### config.mk
export PLATFORM = sky130hd
export DESIGN_NAME = bus_cycle_sequencer_flat
export DESIGN_NICKNAME = d
export VERILOG_FILES = /design/src/rtl/bus_cycle_sequencer_if.sv /design/src/rtl/bus_cycle_sequencer.sv /design/src/flat_wrapper.sv
export SDC_FILE = /design/constraint.sdc
export NUM_CORES = 1
export LEC_CHECK = 0
export ABC_AREA = 1
export CORE_UTILIZATION = 31
export DETAILED_ROUTE_END_ITERATION = 6
export PLACE_DENSITY = 0.76
export SETUP_SLACK_MARGIN = 0.3
export SLEW_MARGIN = 20
export SYNTH_ARGS = -nofsm -noshare
export SYNTH_HDL_FRONTEND = slang
export SYNTH_SLANG_ARGS = --single-unit
### constraint.sdc
create_clock -name i_clk -period 2.28 [get_ports i_clk]
set_input_delay 0.228 -clock i_clk [delete_from_list [all_inputs] [get_ports i_clk]]
set_output_delay 0.228 -clock i_clk [all_outputs]
set_load 0.1 [all_outputs]
### src/rtl/bus_cycle_sequencer_if.sv
// Bus bundle between the 6809 side (CPU pins plus peripheral ports) and the bus-cycle sequencer.
// The master modport drives the CPU and peripheral inputs; the sequencer uses the slave modport.
interface bus_cycle_sequencer_if #(
    parameter int NUM_REGIONS = 4,
    parameter int ADDR_W      = 16,
    parameter int DATA_W      = 8,
    parameter int WAIT_W      = 4
);
    logic                          e_clk;
    logic                          rw;
    logic [ADDR_W-1:0]             address;
    logic [NUM_REGIONS*ADDR_W-1:0] region_base;
    logic [NUM_REGIONS*ADDR_W-1:0] region_mask;
    logic [NUM_REGIONS*WAIT_W-1:0] region_wait;
    logic [NUM_REGIONS-1:0]        region_stretch;
    logic [NUM_REGIONS-1:0]        region_ready;
    logic [NUM_REGIONS*DATA_W-1:0] region_rdata;

    logic [NUM_REGIONS-1:0]        region_sel;
    logic                          rd_strobe;
    logic                          wr_strobe;
    logic [DATA_W-1:0]             data_out;
    logic                          data_oe;
    logic                          dben;
    logic                          mrdy;
    logic                          timeout;

    modport master (
        output e_clk, rw, address, region_base, region_mask, region_wait,
               region_stretch, region_ready, region_rdata,
        input  region_sel, rd_strobe, wr_strobe, data_out, data_oe, dben, mrdy, timeout
    );

    modport slave (
        input  e_clk, rw, address, region_base, region_mask, region_wait,
               region_stretch, region_ready, region_rdata,
        output region_sel, rd_strobe, wr_strobe, data_out, data_oe, dben, mrdy, timeout
    );
endinterface

### src/rtl/bus_cycle_sequencer.sv
// 6809 bus-cycle engine: syncs E, decodes NUM_REGIONS address regions and sequences each access.
// Optional ready watchdog is enabled by defining BUS_TIMEOUT_EN.
module bus_cycle_sequencer #(
    parameter int NUM_REGIONS    = 4,
    parameter int ADDR_W         = 16,
    parameter int DATA_W         = 8,
    parameter int WAIT_W         = 4,
    parameter int SYNC_STAGES    = 2,
    parameter int TIMEOUT_CYCLES = 255
) (
    input  logic                 i_clk,
    input  logic                 i_reset,
    bus_cycle_sequencer_if.slave bus
);

    localparam int IDX_W = (NUM_REGIONS > 1) ? $clog2(NUM_REGIONS) : 1;

    typedef enum logic [1:0] {IDLE, SETUP, ACCESS, HOLD} state_t;

    state_t             state;
    state_t             state_next;
    logic [SYNC_STAGES-1:0] e_sync;
    logic               e_prev;
    logic               e_rise;
    logic               e_fall;
    logic               hit;
    logic [IDX_W-1:0]   hit_idx;
    logic [WAIT_W-1:0]  hit_wait;
    logic [IDX_W-1:0]   sel_idx;
    logic               rw_q;
    logic [WAIT_W-1:0]  wait_cnt;
    logic [DATA_W-1:0]  data_q;
    logic               oe_q;
    logic               ready_sel;
    logic               stretch_sel;
    logic               tmo_hit;
    logic               latch;
    logic               complete;
    logic               drop_oe;

    always_ff @(posedge i_clk or posedge i_reset) begin
        if (i_reset) begin
            e_sync <= '0;
            e_prev <= 1'b0;
        end else begin
            e_sync <= {e_sync[SYNC_STAGES-2:0], bus.e_clk};
            e_prev <= e_sync[SYNC_STAGES-1];
        end
    end

    assign e_rise = e_sync[SYNC_STAGES-1] & ~e_prev;
    assign e_fall = ~e_sync[SYNC_STAGES-1] & e_prev;

    // Descending scan so the lowest matching region index wins on overlap.
    always_comb begin
        hit     = 1'b0;
        hit_idx = '0;
        for (int k = NUM_REGIONS - 1; k >= 0; k--) begin
            if ((bus.address & bus.region_mask[k*ADDR_W +: ADDR_W]) ==
                (bus.region_base[k*ADDR_W +: ADDR_W] & bus.region_mask[k*ADDR_W +: ADDR_W])) begin
                hit     = 1'b1;
                hit_idx = IDX_W'(k);
            end
        end
    end

    assign hit_wait    = bus.region_wait[hit_idx*WAIT_W +: WAIT_W];
    assign ready_sel   = bus.region_ready[sel_idx];
    assign stretch_sel = bus.region_stretch[sel_idx];

`ifdef BUS_TIMEOUT_EN
    localparam int TMO_W = ($clog2(TIMEOUT_CYCLES + 1) > 8) ? $clog2(TIMEOUT_CYCLES + 1) : 8;
    logic [TMO_W-1:0] tmo_cnt;

    always_ff @(posedge i_clk or posedge i_reset) begin
        if (i_reset) begin
            tmo_cnt <= '0;
        end else if (state == ACCESS && !ready_sel) begin
            tmo_cnt <= tmo_cnt + TMO_W'(1);
        end else begin
            tmo_cnt <= '0;
        end
    end

    assign tmo_hit = (state == ACCESS) && !ready_sel && (tmo_cnt == TMO_W'(TIMEOUT_CYCLES - 1));
`else
    // Without the watchdog TIMEOUT_CYCLES has no effect and ACCESS waits on ready forever.
    assign tmo_hit = (TIMEOUT_CYCLES < 0);
`endif

    always_comb begin
        state_next     = state;
        latch          = 1'b0;
        complete       = 1'b0;
        drop_oe        = 1'b0;
        bus.region_sel = '0;
        bus.rd_strobe  = 1'b0;
        bus.wr_strobe  = 1'b0;
        bus.dben       = 1'b1;
        bus.mrdy       = 1'b1;
        bus.timeout    = 1'b0;
        if (state != IDLE) begin
            bus.region_sel[sel_idx] = 1'b1;
            bus.dben                = 1'b0;
        end
        case (state)
            IDLE: begin
                if (e_rise && hit) begin
                    latch      = 1'b1;
                    state_next = SETUP;
                end
            end
            SETUP: begin
                bus.mrdy = ~stretch_sel;
                if (e_fall) begin
                    state_next = IDLE;
                end else if (wait_cnt == '0) begin
                    state_next = ACCESS;
                end
            end
            ACCESS: begin
                bus.rd_strobe = rw_q;
                bus.wr_strobe = ~rw_q;
                if (e_fall) begin
                    state_next = IDLE;
                end else if (ready_sel || tmo_hit) begin
                    complete    = 1'b1;
                    bus.timeout = ~ready_sel;
                    state_next  = HOLD;
                end else begin
                    bus.mrdy = ~stretch_sel;
                end
            end
            HOLD: begin
                if (e_fall) begin
                    drop_oe    = 1'b1;
                    state_next = IDLE;
                end
            end
            default: state_next = IDLE;
        endcase
    end

    // Wait counts load one short so a count of N gives N SETUP cycles; zero still gets one.
    always_ff @(posedge i_clk or posedge i_reset) begin
        if (i_reset) begin
            state    <= IDLE;
            sel_idx  <= '0;
            rw_q     <= 1'b0;
            wait_cnt <= '0;
            data_q   <= '0;
            oe_q     <= 1'b0;
        end else begin
            state <= state_next;
            if (latch) begin
                sel_idx  <= hit_idx;
                rw_q     <= bus.rw;
                wait_cnt <= (hit_wait == '0) ? '0 : hit_wait - WAIT_W'(1);
            end else if (state == SETUP && wait_cnt != '0) begin
                wait_cnt <= wait_cnt - WAIT_W'(1);
            end
            if (complete && rw_q) begin
                data_q <= ready_sel ? bus.region_rdata[sel_idx*DATA_W +: DATA_W] : '1;
                oe_q   <= 1'b1;
            end else if (drop_oe) begin
                oe_q <= 1'b0;
            end
        end
    end

    assign bus.data_out = data_q;
    assign bus.data_oe  = oe_q;

endmodule
### src/flat_wrapper.sv
// flat-port wrapper written by rule: the top's interface ports become plain ports
module bus_cycle_sequencer_flat 
#(
    parameter int NUM_REGIONS    = 4,
    parameter int ADDR_W         = 16,
    parameter int DATA_W         = 8,
    parameter int WAIT_W         = 4,
    parameter int SYNC_STAGES    = 2,
    parameter int TIMEOUT_CYCLES = 255
)
  (i_clk, i_reset, bus_e_clk, bus_rw, bus_address, bus_region_base, bus_region_mask, bus_region_wait, bus_region_stretch, bus_region_ready, bus_region_rdata, bus_region_sel, bus_rd_strobe, bus_wr_strobe, bus_data_out, bus_data_oe, bus_dben, bus_mrdy, bus_timeout);
  bus_cycle_sequencer_if #(.NUM_REGIONS(NUM_REGIONS), .ADDR_W(ADDR_W), .DATA_W(DATA_W), .WAIT_W(WAIT_W)) bus_i ();
  input  logic i_clk;
  input  logic i_reset;
  input wire logic [$bits(bus_i.e_clk)-1:0] bus_e_clk;
  input wire logic [$bits(bus_i.rw)-1:0] bus_rw;
  input wire logic [$bits(bus_i.address)-1:0] bus_address;
  input wire logic [$bits(bus_i.region_base)-1:0] bus_region_base;
  input wire logic [$bits(bus_i.region_mask)-1:0] bus_region_mask;
  input wire logic [$bits(bus_i.region_wait)-1:0] bus_region_wait;
  input wire logic [$bits(bus_i.region_stretch)-1:0] bus_region_stretch;
  input wire logic [$bits(bus_i.region_ready)-1:0] bus_region_ready;
  input wire logic [$bits(bus_i.region_rdata)-1:0] bus_region_rdata;
  output wire logic [$bits(bus_i.region_sel)-1:0] bus_region_sel;
  output wire logic [$bits(bus_i.rd_strobe)-1:0] bus_rd_strobe;
  output wire logic [$bits(bus_i.wr_strobe)-1:0] bus_wr_strobe;
  output wire logic [$bits(bus_i.data_out)-1:0] bus_data_out;
  output wire logic [$bits(bus_i.data_oe)-1:0] bus_data_oe;
  output wire logic [$bits(bus_i.dben)-1:0] bus_dben;
  output wire logic [$bits(bus_i.mrdy)-1:0] bus_mrdy;
  output wire logic [$bits(bus_i.timeout)-1:0] bus_timeout;
  assign bus_i.e_clk = bus_e_clk;
  assign bus_i.rw = bus_rw;
  assign bus_i.address = bus_address;
  assign bus_i.region_base = bus_region_base;
  assign bus_i.region_mask = bus_region_mask;
  assign bus_i.region_wait = bus_region_wait;
  assign bus_i.region_stretch = bus_region_stretch;
  assign bus_i.region_ready = bus_region_ready;
  assign bus_i.region_rdata = bus_region_rdata;
  assign bus_region_sel = bus_i.region_sel;
  assign bus_rd_strobe = bus_i.rd_strobe;
  assign bus_wr_strobe = bus_i.wr_strobe;
  assign bus_data_out = bus_i.data_out;
  assign bus_data_oe = bus_i.data_oe;
  assign bus_dben = bus_i.dben;
  assign bus_mrdy = bus_i.mrdy;
  assign bus_timeout = bus_i.timeout;
  bus_cycle_sequencer #(.NUM_REGIONS(NUM_REGIONS), .ADDR_W(ADDR_W), .DATA_W(DATA_W), .WAIT_W(WAIT_W), .SYNC_STAGES(SYNC_STAGES), .TIMEOUT_CYCLES(TIMEOUT_CYCLES)) u_core (.i_clk(i_clk), .i_reset(i_reset), .bus(bus_i));
endmodule
==> impl_metrics.toml, run 1 <==
[timing]
setup_viol = 0
fin_crit_sh = 0.9673
fin_worst_hold_slack_ns = 0.2898
fin_crit_ns = 2.205
drv_slew = 0
hold_viol = 0
fin_worst_skew_ns = 0.002337
fin_setup_tns_ns = 0
rsz0062_at_grt = "yes"
clock.fmax_ghz = 0.4534

[synth]
yosys.area.top_type_share = 0.2009
synth_ff_type = "dfrtp_1"
ys_ff_latch = 21
synth-edff-count = 0
synth_area_mm2 = 0.002859
synth_area_per_cell_um2 = 5.741
synthTopCellsByArea = "nand2_1 (20%), dfrtp_1 (18%), nand3_1 (11%)"
synth_cells = 498
synthDistinctLibCells = 35
synth_warnings = 0
ys_async_sr_fraction = 1.000
yosys.area.top_type = "nand2_1"
syn_nets = 707
synth_seq_area_share = 0.1838

[placed_design]
dp.final_hpwl_mm = 10.24
place_inst = 838
gp_congestion = 0.9007
port_buffers = 220

[pwr]
ir_drop_v = 0.0004244
leakagePower_nw = 3.787
power_switching_mw = 1.686
power.share.combinational = 0.746
pwr-share-seq = 0.176
sw_frac_of_total = 0.5283
power.share.clock = 0.078
powerDensity_mw_per_mm2 = 523.2
p_int_mw = 1.505

[global_route]
globalRouteOverflowTotal = 0
antenna_found_initial = 2
grt_pass1_vias = 4137
grt_pass1_wl_mm = 18.77
grt_max_degree = 22
grt_use_total = 0.2425

[clock_tree]
cts_hold_buf = 0
cts.sinks = 21
cts_tree = "done"
cts_buffers = 3
cts_root_buffer = "clkbuf_8"
cts_htree_levels = 1
clk_latency_ns = 0.26
clk_pin_slew_ns = 0.08
clockBufferDepth = 2

[worst_setup_path]
worst-path-max-fanout = 5
end_kind = "output pin"
setup.worst_path.class = "reg2out"
crit_arrival_ns = 1.98
start_kind = "flip-flop"
reg2regPathDepth = 10
cp_data_required_time_ns = 2.05

[floorplanning]
fp.dieArea_mm2 = 0.009611
die_h_um = 98.04
initial_core_util = 0.3247
num_rows = 34
core_mm2 = 0.008806
die_w_um = 98.04
num_io_pins = 222

[detailed_routing]
drt-pass1-iter-count = 6
num_vias = 4256
viasPerCell = 4.937
drc = 4
finalWirelength_mm = 13.20
ant_nets = 0
wl_per_cell_um = 15.31
first_iter_violations = 145

[worst_hold_path]
min_path_type = "in2async"

[outcome]
violations = "design-rule violations"
outcome = "finished with violations"

[cells_and_area]
synthToLayoutAreaGrowth_pct = 113.3
drive_gt1_frac = 0.2434
final_util = 0.6925
nets = 962
fin_cells = 862

[flow_run]
cap_violations = 0
path summary, 6_finish.rpt:
check,startpoint,endpoint,slack [ns]
setup / recovery,u_core.sel_idx[0],bus_mrdy,0.07
hold / removal,i_reset,u_core.bus.data_out[0],0.29
setup reg to reg,u_core.sel_idx[0],u_core.bus.data_out[4],0.47
hold reg to reg,u_core.e_sync[0],u_core.e_sync[1],0.36
max in group asynchronous,i_reset,u_core.sel_idx[1],1.75
min in group i_clk,u_core.e_sync[0],u_core.e_sync[1],0.36
layer usage:
| metal | wire (µm) | global-route usage | vias to the layer above |
|---|---|---|---|
| li1 | - | - | 2119 |
| met1 | 5067 | 0.2682 | 1954 |
| met2 | 6947 | 0.4567 | 149 |
| met3 | 777 | 0.05011 | 34 |
| met4 | 409 | 0.08159 | 0 |
| met5 | 0 | 0 | - |
cell type report:
cell class,count,area (µm²)
Timing Repair Buffer,256,2736
Tap cell,108,135.1
Inverter,72,272.8
Multi-Input combinational cell,399,2376
Antenna cell,2,5.005
Sequential cell,21,528.0
Fill cell,702,2708
Clock buffer,4,45.04
kinds of logic (layout without fill, tap and decap cells):
family          after synthesis  count (layout)  synth area share
buf+inv                      79             332            0.1173
xor+xnor                      7               7           0.02144
fa+ha+maj                     5               5           0.02188
simple gates                330             331            0.5247
flops                        21              21            0.1838
other cells                   1               3          0.001312
compound gates               55              55            0.1295
sequential cells by signal (all words and copies together), names as in the netlist:
signal,cells
u_core.e_prev,1
u_core.bus.data_oe,1
u_core.sel_idx,2
u_core.bus.data_out,8
u_core.rw_q,1
u_core.e_sync,2
u_core.state,2
u_core.wait_cnt,4
power by group through the flow:
stage	Clock, mW	Combinational (mW)	Sequential [mW]
global placement	0	2.21	0.556
global route	0.274	2.54	0.576
detailed placement	0	2.26	0.562
finish	0.249	2.38	0.562
floorplan	0	1.10	0.882
CTS	0.256	2.35	0.559
stage by stage:
stage | worst slack, ns | cell area, µm² | power, mW
2_1_floorplan | 0.1369 | 2904 | 1.980
3_3_place_gp | -0.1991 | 5314 | 2.765
3_5_place_dp | -0.2566 | 5314 | 2.826
4_1_cts | 0.07830 | 5530 | 3.161
5_1_grt | -0.02841 | 6098 | 3.386
6_report | 0.07453 | 6098 | 3.190
worst max-delay path: stages, from the launching register on:
cell and delay, ns:
dfrtp_2 0.46, nand2_2 0.11, inv_2 0.04, a22o_1 0.18, a221oi_2 0.26, inv_1 0.14
o31ai_4 0.24, nand3_4 0.10, buf_12 0.18
Yosys cell counts, types with 3 or more instances:
| master | n |
|---|---|
| nand2_1 | 153 |
| nor2_1 | 65 |
| nand3_1 | 62 |
| inv_1 | 57 |
| dfrtp_1 | 21 |
| o21ai_0 | 18 |
| nand3b_1 | 17 |
| inv_2 | 14 |
| nand2_2 | 10 |
| a22oi_1 | 8 |
| a41oi_1 | 8 |
| a21oi_1 | 7 |
| or2_1 | 7 |
| xor2_1 | 7 |
| ha_1 | 5 |
| buf_6 | 4 |
| nand4_1 | 4 |
| nand3_2 | 3 |
| nor2_4 | 3 |
| nor3_1 | 3 |
what timing repair did:
action	4_1_cts	5_1_grt
cloned	0	3
setup buffers	8	7
pin swaps	25	115
gates resized for setup	54	234
endpoints found under the setup margin	10	18
cell usage in the layout, fill, tap and decap left out, types with 8 or more instances in the layout:
cell,netlist,final
dfrtp_1,21,19
a22oi_1,8,8
nand3b_1,17,17
nand3_1,62,42
inv_1,57,56
o21ai_1,2,9
nand2_1,153,138
nor2_1,65,46
buf_4,2,44
a41oi_1,8,8
dlymetal6s2s_1,0,114
inv_2,14,15
nor2_4,3,8
nor2_2,2,16
clkdlybuf4s50_1,0,70
nand2_2,10,18
nand3_2,3,22
clkbuf_2,0,8
No activity file was read; power rests on OpenSTA's default activity.
==> run 2, diff against run 1 <==
--- a/config.mk
+++ b/config.mk
@@ -6,9 +6,9 @@
 export NUM_CORES = 1
 export LEC_CHECK = 0
 export ABC_AREA = 1
-export CORE_UTILIZATION = 31
+export CORE_UTILIZATION = 37
 export DETAILED_ROUTE_END_ITERATION = 6
-export PLACE_DENSITY = 0.76
+export PLACE_DENSITY = 0.88
 export SETUP_SLACK_MARGIN = 0.3
 export SLEW_MARGIN = 20
 export SYNTH_ARGS = -nofsm -noshare
==> constraint.sdc (replaced) <==
create_clock -name i_clk -period 2.6 [get_ports i_clk]
set_input_delay 0.26 -clock i_clk [delete_from_list [all_inputs] [get_ports i_clk]]
set_output_delay 0.26 -clock i_clk [all_outputs]
set_load 0.1 [all_outputs]
==> impl_metrics.toml, run 2 (synthesis results as in run 1) <==
[outcome]
outcome = "finished clean"

[cells_and_area]
fin_cells = 824
largest_reg_flops = 8
synthToLayoutAreaGrowth_pct = 88.01
nets = 935
layout_common_cells = "clkdlybuf4s50_1 (187), nand2_1 (150), nand3_1 (60)"
antennaDiodeCount = 0
final_util = 0.7294
layout_commonest_cell = "clkdlybuf4s50_1"
fillCellCount = 564
drive_gt1_frac = 0.1228
final_area_mm2 = 0.005375

[worst_setup_path]
critPathMaxStageDelay_ns = 0.47
path_buf_inv = 3
crit_path_start = "u_core.sel_idx[1]"
crit_arrival_ns = 1.99
timing.critical_path.mode_cell = "nand2_1"
end_kind = "output pin"
start_kind = "flip-flop"
path_delay_family = "compound AO/OA/AOI/OAI gates"
crit-reg2reg-launch = "u_core.sel_idx[0]"
cp_data_required_time_ns = 2.34
path_cells = "inv_2, nand2_1, clkinv_2, a22o_1, a221oi_2, nand2_1, nand3_2, buf_12"
setup.worst_path.class = "reg2out"
worst-path-max-fanout = 4
slowest_stage = "dfrtp_2"

[floorplanning]
num_io_pins = 222
die_w_um = 89.91
fp.dieArea_mm2 = 0.008083
die_h_um = 89.91
core_mm2 = 0.007370
num_rows = 31
initial_core_util = 0.3879

[pwr]
power.share.combinational = 0.730
leakagePower_nw = 2.681
power.share.clock = 0.081
powerDensity_mw_per_mm2 = 489.1
power_switching_mw = 1.387
p_int_mw = 1.242
ir_drop_v = 0.0004632
p_total_mw = 2.629
pwr-share-seq = 0.189
sw_frac_of_total = 0.5276

[timing]
clock.fmax_ghz = 0.4451
relSlewSlack = 0.4650
fin_crit_ns = 2.247
tightestPinTransition_ns = 0.8016
fin_worst_skew_ns = 0.002851
fin_crit_sh = 0.8641
setup_viol = 0
hold_viol = 0
drv_slew = 0
rsz0062_at_grt = "no"
fin_ws_ns = 0.3534

[detailed_routing]
finalWirelength_mm = 11.49
ant_nets = 0
wl_met1_mm = 4.302
drc = 0
first_iter_violations = 211
wl_met3_um = 864
wl_per_cell_um = 13.94
viasPerCell = 5.007
drt-pass1-iter-count = 5
wl_met2_mm = 5.907
num_vias = 4126
maxUsedRoutingLayer = "met4"

[placed_design]
place_inst = 814
dpl_cell_area_mm2 = 0.005147
port_buffers = 220
post-place-ws_ns = 0.01873
dp.final_hpwl_mm = 9.684
gp_congestion = 0.9591

[clock_tree]
clockBufferDepth = 2
cts_hold_buf = 0
clk_pin_slew_ns = 0.08
clk_latency_ns = 0.26
cts.sinks = 21
cts_htree_levels = 1
cts_tree = "done"
cts_root_buffer = "clkbuf_8"
cts_buffers = 3

[global_route]
antenna_found_initial = 0
grt_use_total = 0.2679
grt_max_degree = 22
globalRouteOverflowTotal = 0
grt_pass1_vias = 4061
grt_pass1_wl_mm = 17.80

[worst_hold_path]
timing.hold.worst.start = "u_core.e_sync[0]"
min_path_type = "reg2reg"

[flow_run]
cap_violations = 0
run 2: cell types whose count changed in the layout (fill, tap and decap cells not counted), sizes merged:
| cell | previous run | this run |
|---|---|---|
| buf | 59 | 26 |
| clkinv | 0 | 1 |
| diode | 2 | 0 |
| dlymetal6s2s | 114 | 16 |
| clkdlybuf4s15 | 2 | 0 |
| inv | 72 | 71 |
| clkbuf | 15 | 4 |
| clkdlybuf4s50 | 70 | 187 |
run 2: repair_timing:
item | CTS | global route
pin swaps | 3 | 8
gates resized for setup | 12 | 32
cloned | 0 | 1
setup endpoints to repair | 1 | 8
setup buffers | 4 | 1
run 2: power by group through the flow:
stage / sequential, mW / combinational [mW] / clock [mW]
finish: 0.496 / 1.92 / 0.214
global route: 0.505 / 2.06 / 0.230
CTS: 0.488 / 1.89 / 0.223
detailed placement: 0.491 / 1.85 / 0
global placement: 0.484 / 1.82 / 0
floorplan: 0.771 / 0.919 / 0
run 2: layout make-up:
class,instances,area (µm²),area share
inverters,72,274.0,0.05098
well taps,99,123.9,0.02304
clock buffers,4,45.04,0.008380
multi-input cells,399,2112,0.3929
flip-flops and latches,21,528.0,0.09823
repair buffers,229,2292,0.4264
run 2: through the flow:
step | hold slack, ns | TNS [ns]
after floorplan | 0.2365 | -0.4505
after global placement | 0.3354 | 0
after detailed placement | 0.3410 | 0
after CTS | 0.3593 | 0
after global routing | 0.3828 | 0
final | 0.3563 | 0
run 2: worst register-to-register path, cell delays in order, from the launching register on:
cell      delay (ns)
dfrtp_2         0.47
buf_4           0.16
nor2_4          0.28
a221oi_4        0.12
inv_2           0.10
buf_4           0.11
nand3_1         0.10
inv_2           0.23
nor2_1          0.07
a41oi_1         0.21
run 2: path summary, 6_finish.rpt:
path,end,slack (ns),cells after the start
hold / removal,u_core.e_sync[1],0.36,0
min in group asynchronous,u_core.bus.data_out[0],0.45,2
hold reg to reg,u_core.e_sync[1],0.36,0
setup / recovery,bus_mrdy,0.35,8
setup reg to reg,u_core.bus.data_out[5],0.65,9
max in group asynchronous,u_core.sel_idx[0],1.60,2
run 2: per-layer routing:
metal | track usage | vias up
met5 | 0 | -
met4 | 0.1008 | 0
met3 | 0.05499 | 34
met2 | 0.5058 | 202
met1 | 0.2923 | 1813
li1 | - | 2077
==> run 3, diff against run 2 <==
--- a/config.mk
+++ b/config.mk
@@ -6,11 +6,12 @@
 export NUM_CORES = 1
 export LEC_CHECK = 0
 export ABC_AREA = 1
+export CAP_MARGIN = 20
 export CORE_UTILIZATION = 37
 export DETAILED_ROUTE_END_ITERATION = 6
 export PLACE_DENSITY = 0.88
+export REMOVE_ABC_BUFFERS = 1
 export SETUP_SLACK_MARGIN = 0.3
-export SLEW_MARGIN = 20
 export SYNTH_ARGS = -nofsm -noshare
 export SYNTH_HDL_FRONTEND = slang
 export SYNTH_SLANG_ARGS = --single-unit
==> impl_metrics.toml, run 3 (synthesis results as in run 1) <==
[timing]
tightestPinTransition_ns = 0.8488
rsz0062_at_grt = "no"
setup_viol = 0
clock.fmax_ghz = 0.4504
drv_slew = 0
hold_viol = 0
fin_ws_ns = 0.3797
fin_crit_sh = 0.8540
fin_worst_skew_ns = 0.002772
relSlewSlack = 0.4335
fin_crit_ns = 2.220

[worst_setup_path]
cp_data_required_time_ns = 2.34
path_buf_inv = 1
worst-path-max-fanout = 10
end_kind = "output pin"
path_cells = "nor2_2, a22o_1, a221oi_4, o31ai_4, nand3_2, buf_12"
setup.worst_path.class = "reg2out"
reg2regPathDepth = 8
path_delay_family = "compound AO/OA/AOI/OAI gates"
critPathMaxStageDelay_ns = 0.46
start_kind = "flip-flop"
r2r_end = "u_core.state[0]"
r2r_setup_slack_ns = 0.64
crit-reg2reg-launch = "u_core.sel_idx[1]"
crit_arrival_ns = 1.96
slowest_stage = "dfrtp_2"

[clock_tree]
clk_pin_slew_ns = 0.07
cts_buffers = 3
clk_latency_ns = 0.26
cts_htree_levels = 1
cts_root_buffer = "clkbuf_8"
cts.sinks = 21
cts_tree = "done"
clockBufferDepth = 2

[cells_and_area]
layout_commonest_cell = "clkdlybuf4s50_1"
drive_gt1_frac = 0.1111
ff_latch_area_um2 = 528.0
synthToLayoutAreaGrowth_pct = 86.96
fin_cells = 819
final_area_mm2 = 0.005345
layout_common_cells = "clkdlybuf4s50_1 (187), nand2_1 (151), nor2_1 (61)"
antennaDiodeCount = 0
largest_reg_flops = 8
final_util = 0.7253
multi_input_area_mm2 = 0.002100
fillCellCount = 601
nets = 930

[pwr]
sw_frac_of_total = 0.5276
powerDensity_mw_per_mm2 = 490.4
p_total_mw = 2.621
pwr-share-seq = 0.187
power_switching_mw = 1.383
leakagePower_nw = 2.664
p_int_mw = 1.238
power.share.combinational = 0.733
ir_drop_v = 0.0003796
power.share.clock = 0.081

[placed_design]
dp.final_hpwl_mm = 9.636
gp_congestion = 0.9507
port_buffers = 220
post-place-ws_ns = 0.004042
dpl_cell_area_mm2 = 0.005125
place_inst = 813

[floorplanning]
core_mm2 = 0.007370
num_io_pins = 222
initial_core_util = 0.3879
die_h_um = 89.91
fp.dieArea_mm2 = 0.008083
die_w_um = 89.91
num_rows = 31

[global_route]
grt_use_total = 0.2647
use_met1 = 0.3034
grt_pass1_vias = 3882
grt_pass1_wl_mm = 17.57
globalRouteOverflowTotal = 0
busiest_layer = "met2"
use_met3 = 0.05499
antenna_found_initial = 0
grt_max_degree = 22
use_met2 = 0.4929

[detailed_routing]
first_iter_violations = 167
drt-pass1-iter-count = 5
finalWirelength_mm = 11.55
ant_nets = 0
viasPerCell = 4.980
wl_per_cell_um = 14.11
drc = 0
num_vias = 4079

[outcome]
outcome = "finished clean"

[flow_run]
cap_violations = 0

[worst_hold_path]
holdPathStages = 0
timing.hold.worst.start = "u_core.e_sync[0]"
holdPathEnd = "u_core.e_sync[1]"
min_path_type = "reg2reg"
## run 3: worst max-delay path by stage
stage | from | endpoint | slack (ns) | depth (start not counted)
5_1_grt | bus_region_base[25] | u_core.wait_cnt[0] | 0.25 | 17
3_3_place_gp | bus_address[7] | u_core.wait_cnt[2] | 0.06 | 17
6_report | u_core.sel_idx[1] | bus_mrdy | 0.38 | 6
2_1_floorplan | u_core.state[0] | bus_region_sel[0] | -0.93 | 3
3_5_place_dp | bus_address[7] | u_core.wait_cnt[2] | 0.004 | 17
4_1_cts | u_core.sel_idx[1] | bus_mrdy | 0.29 | 8
## run 3: layout make-up
| class | instances | share of cell area |
|---|---|---|
| clock buffers | 4 | 0.008427 |
| inverters | 72 | 0.05197 |
| multi-input cells | 398 | 0.3928 |
| flip-flops and latches | 21 | 0.09878 |
| well taps | 99 | 0.02317 |
| repair buffers | 225 | 0.4249 |
## run 3: through the flow
stage | TNS (ns) | hold slack [ns]
finish | 0 | 0.3519
global route | 0 | 0.3585
CTS | 0 | 0.3544
detailed placement | 0 | 0.3379
global placement | 0 | 0.3369
floorplan | -2.103 | 0.2365
## run 3: what timing repair did
action	CTS	global route
gates resized for setup	6	40
setup buffers	0	2
pin swaps	0	4
hold buffers	0	0
endpoints found under the setup margin	3	9
## run 3: layer usage
metal	vias up	part of all wire	wire length, µm
li1	2063	-	-
met1	1840	0.40	4580
met2	144	0.51	5895
met3	32	0.058	672
met4	0	0.035	405
met5	-	0	0
## run 3: power groups by stage
stage / Combinational [mW] / Sequential (mW) / Clock [mW]
after detailed placement: 1.83 / 0.490 / 0
after global routing: 2.04 / 0.501 / 0.231
after floorplan: 0.895 / 0.770 / 0
after CTS: 1.85 / 0.484 / 0.214
after global placement: 1.80 / 0.484 / 0
final: 1.92 / 0.490 / 0.211
==> patch 1, RTL diff (flow settings as in run 1) <==
Re-encode `state_t` (4 states) as Gray code, 2 bits wide.
--- a/src/rtl/bus_cycle_sequencer.sv
+++ b/src/rtl/bus_cycle_sequencer.sv
@@ -15,7 +15,7 @@
 
     localparam int IDX_W = (NUM_REGIONS > 1) ? $clog2(NUM_REGIONS) : 1;
 
-    typedef enum logic [1:0] {IDLE, SETUP, ACCESS, HOLD} state_t;
+    typedef enum logic [1:0] {IDLE = 2'b00, SETUP = 2'b01, ACCESS = 2'b11, HOLD = 2'b10} state_t;
 
     state_t             state;
     state_t             state_next;
Function: no difference found for any inputs over 10 cycles, from zero or initial values and one cycle with i_reset high; not proved beyond that.
==> patch 1 against run 1 <==
Register-to-register slack got worse by 70 ps. Highest routed layer unchanged. The run still ends with design-rule violations left. Setup slack improved by 200 ps. Synthesized cell count increased by 3.4%. Sequential share of layout area increased by 0.13 points. Routed wire length decreased by 1.8%. Sequential cell count unchanged. Core utilization decreased by 1.0 points. Final area decreased by 1.5%. Total power increased by 0.99%. Synthesized area about the same. Non-clock buffer count increased by 1. Combinational power decreased by 2%.
==> patch 1: results (changes against run 1) <==
{| class="wikitable"
! Metric !! Value
|-
| Result of the run || complete, but fails checks (unchanged)
|-
| Failing checks || design-rule violations (unchanged)
|-
| Remaining routing DRC violations || 5 (was 4)
|-
| Arrival time worst endpoint || 1780 ps (was 1980 ps)
|-
| Routability Congestion || 0.967 (was 0.901)
|-
| Number of vias after detailed routing || 4,367 (was 4,256)
|-
| Synth Flop Type || dfrtp_1 (unchanged)
|-
| Net count of the mapped netlist || 720 (was 707)
|-
| Clock latency at the later pin of the worst-skew pair || 270 ps
|-
| Worst slack after detailed placement || -308 ps (was -257 ps)
|-
| Cell leakage power || 3.42 nW (was 3.79 nW)
|-
| H-tree depth || 1 (unchanged)
|-
| Worst setup skew after layout || 9.64 ps (was 2.34 ps)
|-
| Violation count after the first detailed-route iteration || 160 (was 145)
|-
| Proportion of layout cells with a drive suffix above 1 || 24.3% (about the same)
|-
| Overall overflow remaining after global route || 0 (unchanged)
|-
| Iteration count of the initial detailed-routing pass || 6 (unchanged)
|-
| TritonCTS buffer count || 3 (unchanged)
|-
| Filler cells || 752 (was 702)
|-
| Largest register FFs || 8 (unchanged)
|-
| Number of global-route vias before repair || 4,219 (was 4,137)
|-
| Wire length of the first global-routing pass || 18.7 mm (was 18.8 mm)
|-
| Main area contributors after synthesis || nand2_1 20%, dfrtp_1 18%, nand3_1 13% (was nand2_1 20%, dfrtp_1 18%, nand3_1 11%)
|-
| Worst-path clk slew || 80 ps (about the same)
|-
| Worst VDD drop || 0.000503 V (was 0.000424 V)
|-
| Async S/R FF share, synth || 100% (unchanged)
|-
| Number of nets at the end of the flow || 972 (was 962)
|-
| Number of unique standard cell types used by synthesis || 39 (was 35)
|-
| Most common cell after layout, fill and taps aside || nand2_1 (unchanged)
|-
| GRT Util Overall || 23.9% (was 24.2%)
|-
| Share of synthesized area occupied by flip-flops and latches || 18.4% (about the same)
|-
| CP Max Fanout || 4 (was 5)
|-
| Number of antenna violations at the first check in global routing || 2 (unchanged)
|-
| I/O Buffers || 220 (unchanged)
|-
| Placed wire-length estimate || 10.1 mm (was 10.2 mm)
|-
| Pin count of the biggest net entering global routing || 22 (unchanged)
|-
| Classification of the worst-slack hold path || in -> async (unchanged)
|-
| Maximum buffer depth of the clock tree || 2 (unchanged)
|-
| Buffer cell driving the clock tree root || clkbuf_8 (unchanged)
|-
| Synth cell count leaders || 156 x nand2_1, 75 x nand3_1, 74 x nor2_1 (was 153 x nand2_1, 65 x nor2_1, 62 x nand3_1)
|-
| Yosys warning total || 0 (unchanged)
|-
| Wirelength per Cell || 14.8 µm (was 15.3 µm)
|}
## patch 1: cell types whose count changed after synthesis, moves of 3 or more
cell	delta
nand3_1	+13
nor2_1	+9
inv_2	-6
ha_1	-4
xor2_1	-4
clkbuf_1	+3
nand2_1	+3
nand2_2	-3
nor2_2	+3
## patch 1: path summary, 6_finish.rpt
kind | startpoint | end | slack (ps) | cells after the start
max reg2reg | u_core.sel_idx[0] | u_core.bus.data_out[3] | 400 | 7
max | u_core.sel_idx[0] | bus_mrdy | 270 | 7
min | i_reset | u_core.wait_cnt[3] | 300 | 3
max in group asynchronous | i_reset | u_core.sel_idx[0] | 1740 | 3
min reg2reg | u_core.e_sync[0] | u_core.e_sync[1] | 350 | 0
min in group i_clk | u_core.e_sync[0] | u_core.e_sync[1] | 350 | 0
## patch 1: metal layers
metal | up-vias | routed length, µm | track usage (%)
met5 | - | 0 | 0
met3 | 20 | 861 | 5.01
met4 | 0 | 202 | 6.76
li1 | 2176 | - | -
met2 | 185 | 7130 | 47.3
met1 | 1986 | 4770 | 24.9
## patch 1: where the power goes
group	internal, mW	switching [mW]
Sequential	0.516	0.112
Clock	0.125	0.129
Combinational	0.787	1.55
## patch 1: area by class of cell
cell class,instances,share of cell area (%)
clock buffers,4,0.750
multi-input cells,414,40.2
repair buffers,257,43.3
diodes,2,0.0833
well taps,108,2.25
flip-flops and latches,21,8.79
inverters,70,4.69
## patch 1: kinds of logic (layout without fill, tap and decap cells)
logic type / count (synthesis) / count (layout) / share of synthesized area, %
AND/OR/NAND/NOR: 355 / 356 / 55.8
buffers and inverters: 81 / 331 / 12.1
AO/OA/AOI/OAI: 51 / 51 / 11.6
flip-flops: 21 / 21 / 18.4
XOR/XNOR: 4 / 4 / 1.23
adder cells (fa/ha/maj): 1 / 1 / 0.438
other: 1 / 3 / 0.131
multiplexers: 1 / 1 / 0.350
## patch 1: per-stage QoR
| stage | total power [mW] | TNS, ps | std cells | area (µm²) | hold slack [ps] |
|---|---|---|---|---|---|
| 2_1_floorplan | 2.09 | 0 | 515 | 2890 | 205 |
| 3_3_place_gp | 2.84 | -1360 | 857 | 5340 | 336 |
| 3_5_place_dp | 2.88 | -2000 | 857 | 5340 | 336 |
| 4_1_cts | 3.14 | 0 | 867 | 5520 | 310 |
| 5_1_grt | 3.40 | 0 | 876 | 6010 | 319 |
| 6_report | 3.22 | 0 | 876 | 6010 | 297 |
## patch 1: timing repair
action	CTS	global route
cloned	1	1
buffers inserted	5	6
setup endpoints to repair	19	19
pin swaps	44	129
resized for setup	97	198
## patch 1: worst max-delay path, cell delays in order, from the launching register on
cell and delay [ps]:
dfrtp_2 480, nand2_2 110, clkinv_1 90, a221oi_2 300, nand4_1 180, o21ai_2 110
nand2_2 90, buf_12 170
==> patch 2, RTL diff (settings of run 1) <==
Made on the original files. Add a define of `BUS_TIMEOUT_EN`.
--- a/src/rtl/bus_cycle_sequencer.sv
+++ b/src/rtl/bus_cycle_sequencer.sv
@@ -1,5 +1,7 @@
 // 6809 bus-cycle engine: syncs E, decodes NUM_REGIONS address regions and sequences each access.
 // Optional ready watchdog is enabled by defining BUS_TIMEOUT_EN.
+`define BUS_TIMEOUT_EN
+
 module bus_cycle_sequencer #(
     parameter int NUM_REGIONS    = 4,
     parameter int ADDR_W         = 16,
Check against the original RTL: same outputs for any inputs over 10 cycles, from zero or initial values and one cycle with i_reset high; that may be too few to reach the edited logic, so the function may still have changed.
==> patch 2 against run 1 <==
The run still ends with design-rule violations left. Synthesized area increased by 14%. Sequential power is 22% higher. Setup slack improved by 83 ps. Final area grew 7.2%. Total power up 1.5%. Routed wire length rose by 2.4%. Sequential cell count up 8. First-iteration DRC count increased by 47%. Combinational power down 11%. Largest power group unchanged. Highest routed layer unchanged.
==> patch 2: results (changes against run 1) <==
{| class="wikitable"
! Metric !! Value
|-
| Buffer cell driving the clock tree root || clkbuf_8 (unchanged)
|-
| CP Max Fanout || 5 (unchanged)
|-
| Critical register-to-register path endpoint || u_core.bus.data_out[5] (was u_core.bus.data_out[4])
|-
| Violation count after the first detailed-route iteration || 213 (was 145)
|-
| Detailed-route wire length || 13.5 mm (was 13.2 mm)
|-
| Worst-path clk slew || 60 ps (was 80 ps)
|-
| Depth of the most critical reg-to-reg path || 12 (was 10)
|-
| GRT Util Overall || 22.9% (was 24.2%)
|-
| Net count of the mapped netlist || 751 (was 707)
|-
| Failing checks || design-rule violations (unchanged)
|-
| Share of synthesized area occupied by flip-flops and latches || 22.2% (was 18.4%)
|-
| Detailed-route vias per instance || 4.86 (was 4.94)
|-
| Iteration count of the initial detailed-routing pass || 7 (was 6)
|-
| Wire length of the first global-routing pass || 20.4 mm (was 18.8 mm)
|-
| Clock latency at the later pin of the worst-skew pair || 280 ps (was 260 ps)
|-
| Number of nets at the end of the flow || 1,017 (was 962)
|-
| Placed wire-length estimate || 10.6 mm (was 10.2 mm)
|-
| H-tree depth || 2 (was 1)
|-
| Worst setup skew after layout || 5.43 ps (was 2.34 ps)
|-
| Remaining routing DRC violations || 3 (was 4)
|-
| Number of unique standard cell types used by synthesis || 36 (was 35)
|-
| Pin count of the biggest net entering global routing || 30 (was 22)
|-
| Main area contributors after synthesis || dfrtp_1 22%, nand2_1 17%, nand3_1 10% (was nand2_1 20%, dfrtp_1 18%, nand3_1 11%)
|-
| I/O Buffers || 221 (was 220)
|-
| Result of the run || complete, but fails checks (unchanged)
|-
| Arrival time worst endpoint || 1890 ps (was 1980 ps)
|-
| Cell leakage power || 3.56 nW (was 3.79 nW)
|-
| Compound-Gate Fraction of Synth Area || 13.5% (was 13.0%)
|-
| Startpoint of the most critical register-to-register path || u_core.sel_idx[1] (was u_core.sel_idx[0])
|-
| Minimum hold slack || 329 ps (was 290 ps)
|-
| Synth cell count leaders || 146 x nand2_1, 75 x nor2_1, 66 x nand3_1 (was 153 x nand2_1, 65 x nor2_1, 62 x nand3_1)
|-
| Worst VDD drop || 0.000644 V (was 0.000424 V)
|-
| Synthesized-area fraction occupied by xor and xnor cells || 2.42% (was 2.14%)
|-
| Number of global-route vias before repair || 4,584 (was 4,137)
|-
| Post-Synth Adder-Cell Area || 2.69% (was 2.19%)
|-
| Proportion of layout cells with a drive suffix above 1 || 26.3% (was 24.3%)
|}
-- patch 2: cell count changes after synthesis, moves of 3 or more --
cell | before | now
nand3_1 | 62 | 66
a22oi_1 | 8 | 17
dfrtp_1 | 21 | 29
nor2_1 | 65 | 75
inv_1 | 57 | 63
nand2_1 | 153 | 146
o21ai_1 | 2 | 5
nor2_2 | 2 | 7
-- patch 2: logic make-up after synthesis --
family,Yosys count
buf+inv,86
xor+xnor,9
compound gates,65
fa+ha+maj,7
flops,29
simple gates,344
-- patch 2: repair_timing --
item / in CTS / in global routing
resized for setup: 136 / 162
endpoints found under the setup margin: 19 / 19
cloned: 0 / 2
buffers inserted: 13 / 10
hold buffers: 0 / 0
pin swaps: 61 / 105
endpoints found under the hold margin: 0 / 0
-- patch 2: per-stage QoR --
step                      util, %  instance area, µm²  worst slack (ps)  cells
after floorplan                 -                3310               100    540
after global placement       56.4                5800              -289    910
after detailed placement     56.4                5800              -359    910
after CTS                    59.4                6110               198    930
after global routing         63.6                6540              74.2    943
final                        63.6                6540               157    943
-- patch 2: metal layers --
metal  share of wire [%]  global-route usage (%)
met5                   0                       0
met2                  53                    43.8
met1                  38                    24.1
met4                 2.7                    8.45
met3                 6.3                    5.36
-- patch 2: area by class of cell --
| class | count | share of cell area, % |
|---|---|---|
| Inverter | 78 | 4.61 |
| Timing Repair inverter | 1 | 0.0766 |
| Sequential cell | 29 | 11.1 |
| Multi-Input combinational cell | 426 | 40.7 |
| Clock buffer | 7 | 1.32 |
| Tap cell | 136 | 2.60 |
| Timing Repair Buffer | 265 | 39.5 |
| Antenna cell | 1 | 0.0383 |
-- patch 2: how the worst max path moves through the flow --
stage	from	end	slack (ps)	depth (start not counted)
global placement	bus_address[3]	u_core.wait_cnt[0]	-290	14
finish	u_core.sel_idx[1]	bus_timeout	160	9
floorplan	u_core.sel_idx[1]	bus_mrdy	100	9
detailed placement	bus_address[14]	u_core.wait_cnt[2]	-360	18
CTS	u_core.sel_idx[0]	bus_mrdy	200	10
global route	u_core.sel_idx[1]	bus_timeout	70	9
-- patch 2: worst max-delay path: stages (launching register included) --
cell and delay (ps):
dfrtp_2 470, nand2_2 110, inv_2 60, a22oi_4 180, nand2_2 100, nor2_4 120
nand4_4 120, buf_6 160, nor2_4 100, buf_12 180
-- patch 2: report_power, final --
group	leakage [nW]	total, mW	internal [mW]	switching, mW
logic	3.14	2.12	0.790	1.33
registers	0.380	0.683	0.622	0.0612
clock network	0.0443	0.437	0.239	0.198
total	3.56	3.24	1.65	1.59
